$ cat src/rtl/proj1_pkg.sv
// Shared types for the bit-serial operand comparator.
package proj1_pkg;

    typedef enum logic [1:0] {
        IDLE  = 2'd0,
        SHIFT = 2'd1,
        DONE  = 2'd2
    } state_t;

    typedef struct packed {
        logic eq;
        logic gt;
        logic lt;
        logic any_match;
    } cmp_result_t;

endpackage

$ cat src/rtl/bit_pair_cell.sv
// Per-bit compare cell: match flag, difference flag and MSB-first gt/lt decision.
module bit_pair_cell (
    input  logic x_bit,
    input  logic y_bit,
    input  logic eq_run,
    output logic m_c,
    output logic diff_c,
    output logic decide_c,
    output logic gt_c,
    output logic lt_c
);

    assign diff_c   = x_bit ^ y_bit;
    assign m_c      = ~diff_c;
    // The first differing bit (while still equal so far) settles the ordering.
    assign decide_c = eq_run & diff_c;
    assign gt_c     = decide_c & x_bit;
    assign lt_c     = decide_c & y_bit;

endmodule

$ cat src/rtl/serial_pair_comparator.sv
// Bit-serial unsigned comparator with match count; consumes one bit-pair per accept, MSB first.
module serial_pair_comparator
    import proj1_pkg::*;
#(
    parameter  int unsigned WIDTH = 8,
    localparam int unsigned CW    = $clog2(WIDTH + 1)
) (
    input  logic          clk,
    input  logic          rst,
    input  logic          in_valid,
    input  logic          in_first,
    input  logic          x_bit,
    input  logic          y_bit,
    output logic          in_ready,
    output logic          out_valid,
    input  logic          out_ready,
    output logic          eq,
    output logic          gt,
    output logic          lt,
    output logic          any_match,
    output logic [CW-1:0] match_count
);

    state_t      state_q;
    state_t      state_d;
    logic [CW-1:0] cnt_q;
    logic [CW-1:0] mc_q;
    logic [CW-1:0] mc_d;
    cmp_result_t res_q;
    logic        eq_run_q;
    logic        eq_run_d;
    logic        in_ready_q;
    logic        out_valid_q;
    logic        gt_d;
    logic        lt_d;
    logic        any_d;

    logic        accept_c;
    logic        load_c;
    logic        step_c;
    logic        eq_eff_c;
    logic        m_c;
    logic        diff_c;
    logic        decide_c;
    logic        gt_c;
    logic        lt_c;

    assign accept_c = in_valid & in_ready_q;

    // Bit 0 sees a fresh "still equal" history regardless of stale state.
    assign eq_eff_c = load_c | eq_run_q;

    bit_pair_cell u_cell (
        .x_bit    (x_bit),
        .y_bit    (y_bit),
        .eq_run   (eq_eff_c),
        .m_c      (m_c),
        .diff_c   (diff_c),
        .decide_c (decide_c),
        .gt_c     (gt_c),
        .lt_c     (lt_c)
    );

    always_ff @(posedge clk or posedge rst) begin
        if (rst) begin
            state_q <= IDLE;
        end else begin
            state_q <= state_d;
        end
    end

    always_comb begin
        state_d = state_q;
        load_c  = 1'b0;
        step_c  = 1'b0;
        case (state_q)
            IDLE: begin
                if (accept_c && in_first) begin
                    load_c  = 1'b1;
                    state_d = (WIDTH == 1) ? DONE : SHIFT;
                end
            end
            SHIFT: begin
                if (accept_c) begin
                    if (in_first) begin
                        load_c = 1'b1;
                    end else begin
                        step_c = 1'b1;
                        if (cnt_q == CW'(WIDTH - 1)) begin
                            state_d = DONE;
                        end
                    end
                end
            end
            DONE: begin
                if (out_ready) begin
                    state_d = IDLE;
                end
            end
            default: state_d = IDLE;
        endcase
    end

    // Next accumulator values for the bit currently being accepted.
    always_comb begin
        mc_d     = (load_c ? '0 : mc_q) + CW'(m_c);
        any_d    = (load_c ? 1'b0 : res_q.any_match) | m_c;
        gt_d     = decide_c ? gt_c : (load_c ? 1'b0 : res_q.gt);
        lt_d     = decide_c ? lt_c : (load_c ? 1'b0 : res_q.lt);
        eq_run_d = eq_eff_c & ~diff_c;
    end

    always_ff @(posedge clk or posedge rst) begin
        if (rst) begin
            cnt_q       <= '0;
            mc_q        <= '0;
            res_q       <= '0;
            eq_run_q    <= 1'b1;
            in_ready_q  <= 1'b0;
            out_valid_q <= 1'b0;
        end else begin
            in_ready_q  <= (state_d != DONE);
            out_valid_q <= (state_d == DONE);
            if (load_c || step_c) begin
                mc_q            <= mc_d;
                res_q.any_match <= any_d;
                res_q.gt        <= gt_d;
                res_q.lt        <= lt_d;
                eq_run_q        <= eq_run_d;
                if (state_d == DONE) begin
                    res_q.eq <= eq_run_d;
                    cnt_q    <= '0;
                end else if (load_c) begin
                    cnt_q    <= CW'(1);
                end else begin
                    cnt_q    <= cnt_q + CW'(1);
                end
            end
        end
    end

    assign in_ready    = in_ready_q;
    assign out_valid   = out_valid_q;
    assign eq          = res_q.eq;
    assign gt          = res_q.gt;
    assign lt          = res_q.lt;
    assign any_match   = res_q.any_match;
    assign match_count = mc_q;

endmodule

$ cat config.mk
export PLATFORM = sky130hd
export DESIGN_NAME = serial_pair_comparator
export DESIGN_NICKNAME = d
export VERILOG_FILES = /design/src/rtl/proj1_pkg.sv /design/src/rtl/bit_pair_cell.sv /design/src/rtl/serial_pair_comparator.sv
export SDC_FILE = /design/constraint.sdc
export NUM_CORES = 1
export LEC_CHECK = 0
export ABC_AREA = 1
export ABC_CLOCK_PERIOD_IN_PS = 2660
export CAP_MARGIN = 25
export CORE_ASPECT_RATIO = 0.9
export CORE_MARGIN = 5
export CORE_UTILIZATION = 53
export CTS_CLUSTER_SIZE = 8
export DETAILED_ROUTE_END_ITERATION = 10
export PLACE_DENSITY = 0.88
export SLEW_MARGIN = 40
export SYNTH_ARGS = -nofsm -noshare
export SYNTH_HDL_FRONTEND = slang
export SYNTH_HIERARCHICAL = 1
export SYNTH_SLANG_ARGS = --single-unit
$ cat constraint.sdc
create_clock -name clk -period 2.66 [get_ports clk]
set_input_delay 0.532 -clock clk [delete_from_list [all_inputs] [get_ports clk]]
set_output_delay 0.532 -clock clk [all_outputs]
set_load 0.02 [all_outputs]
==> flow_summary.ini <==
[outcome]
status = finished clean

[routing]
via_per_inst = 4.83
drtPass1Iterations = 4
wl_per_cell_um = 11.1
drc = 0
routed_wl_um = 1660
antenna_left = 0
drt_iter0_markers = 10
num_vias = 719

[cells_and_area]
fillers = 134
diodes = 0
nets = 136
drive_gt1_frac = 0.168
final_cells = 149
area_growth_syn_to_layout_pct = 22.7

[timing]
rsz0062_at_grt = false
timing.hold.ws_ps = 477
worst_pin_slew_ps = 626
fmax_mhz = 498
setup_violations = 0
relSlewSlack = 0.582
fin_tns_setup_ps = 0
finalCritPeriodShare = 0.755
drv_slew = 0
layout_min_cycle_time_ps = 2010
hold_viol = 0
clock_skew_ps = 1.55

[grt]
antenna_found_initial = 0
gr-total-overflow = 0
grt_max_degree = 18
grt_pass1_wl_um = 2790
grt_usage = 0.146
first_global_vias = 687

[worst_setup_path]
crit_end = match_count[1]
worstPathRequired_ps = 2840
cp_cell_sequence = clkdlybuf4s50_1 -> inv_2 -> nor2_4 -> nand2_4 -> inv_1 -> nor2_1 -> ha_1 -> ha_1 -> nand2_1 -> o21ai_0
startpoint = in_first
crit_path_top_delay_cell = clkdlybuf4s50_1
end_kind = register
reg2reg_to = match_count[1]
rrSetupSlack_ps = 1050
path_class = in2reg
r2r_start = in_ready
cp_slowest_stage_delay_ps = 540
crit_fanout = 6
startpoint_type = input port
reg2reg_depth = 9
worstPathArrival_ps = 2190
path_common_cell = ha_1

[synth]
yosysUniqueCellTypes = 22
yosysMostFrequentCell = nand2_1
async_flop_share = 1.00
synth_fp_nets = 116
synth_top_family_by_area = simple AND/OR/NAND/NOR gates
ys_seq_elements = 17
dominantRegCellSynth = dfrtp_1
synth-edff-count = 0
synthXorXnorAreaFrac = 0.0291
synth.area.mux_share = 0
ys_warn_count = 6
syn_avg_cell_area_um2 = 8.51
synth_compound_area_frac = 0.0527
syn_area_um2 = 902
synth.top_cells.by_count = nand2_1, dfrtp_1, inv_1
yosys.area_share.simple = 0.316
ys_top_cells_by_area = dfrtp_1, nand2_1, inv_1
synth.largest_area_cell = dfrtp_1
syn_inst = 106
synth.top_cell.area_share = 0.444
ys_seq_area_frac = 0.473
synth_fa_ha_area_frac = 0.0416

[cts]
clk_path_buf_depth = 2
htreeDepth = 1
numCtsBuffers = 3
root_buffer = clkbuf_4
post_cts_buffers = 0
clock_sinks = 17
cts_tree = built
clk_pin_slew_ps = 90
cts_resized = 0
worstSkewPairLatency_ps = 290
cts_hold_buf = 0

[die]
num_io_pins = 17
core_region_area_um2 = 1650
rows = 14
die_area_um2 = 2630
initial_core_util = 0.548
die_height_um = 49.1
die_w_um = 53.5

[pwr]
ir_worst_vdd_uv = 372
p_total_mw = 0.764
power.density_nw_per_um2 = 690
cellLeakagePower_nw = 0.566

[placed_design]
dp_cells = 145
gp_congestion = 0.780
dp_hpwl_um = 1300
port_buffers = 16

[min_path]
hold_path.startpoint = lt
min_path_type = reg2reg

[flow_run]
max-cap-violations = 0
## through the flow
step	utilization	setup WS (ps)	instance area [um2]
floorplan	-	1020	902
finish	0.672	650	1110
global placement	0.657	458	1080
CTS	0.672	643	1110
detailed placement	0.657	358	1080
global route	0.672	554	1110
## final cells by class
type	instances	area, um2	area share
Tap cell	24	30.0	0.0271
Clock buffer	4	26.3	0.0237
Inverter	18	67.6	0.0610
Timing Repair Buffer	16	160	0.145
Sequential cell	17	427	0.385
Multi-Input combinational cell	70	397	0.358
## critical path, delay by kind of cell
kind                       cells  cell delay [ps]
and+or+nand+nor                4              350
buffers and inverters          3              740
AOI/OAI and AO/OA              1               70
adders and majority gates      2              490
## per-layer routing
| layer | global-route usage | wire (um) | vias to the layer above |
|---|---|---|---|
| met2 | 0.249 | 817 | 16 |
| met4 | 0.0766 | 38 | 0 |
| li1 | - | - | 364 |
| met3 | 0.0275 | 99 | 5 |
| met5 | 0 | 0 | - |
| met1 | 0.166 | 703 | 334 |
## worst min path at each step
stage	to	slack [ps]	depth (start not counted)
after CTS	lt	480	2
after floorplan	any_match	460	1
after global placement	gt	460	2
after global routing	lt	510	2
after detailed placement	lt	460	2
final	lt	480	2
## cells in the final DEF (no fill, tap or decap), drive strengths merged
master and count:
a22o 1, clkbuf 4, clkdlybuf4s50 16, dfrtp 16, dfstp 1, ha 3, inv 18, nand2 35
nand3 8, nand4 1, nor2 9, nor3 2, o21ai 7, or2 1, xnor2 1, xor2 2
## flip-flops by register name, indices dropped and copies added, names as in the netlist
name         count
eq_run_q         1
gt               1
match_count      4
in_ready         1
eq               1
lt               1
cnt_q            4
state_q          2
any_match        1
out_valid        1
## report_power, final
part	internal (mW)	switching, mW
clock	0.0583	0.0781
sequential	0.316	0.0378
combinational	0.117	0.156
total	0.491	0.272
## kinds of logic (layout without fill, tap and decap cells)
logic type      Yosys count  count (layout)
buf+inv                  19              38
fa+ha+maj                 3               3
flops                    17              17
xor+xnor                  3               3
simple gates             56              56
compound gates            8               8
No activity file was read; power rests on OpenSTA's default activity.
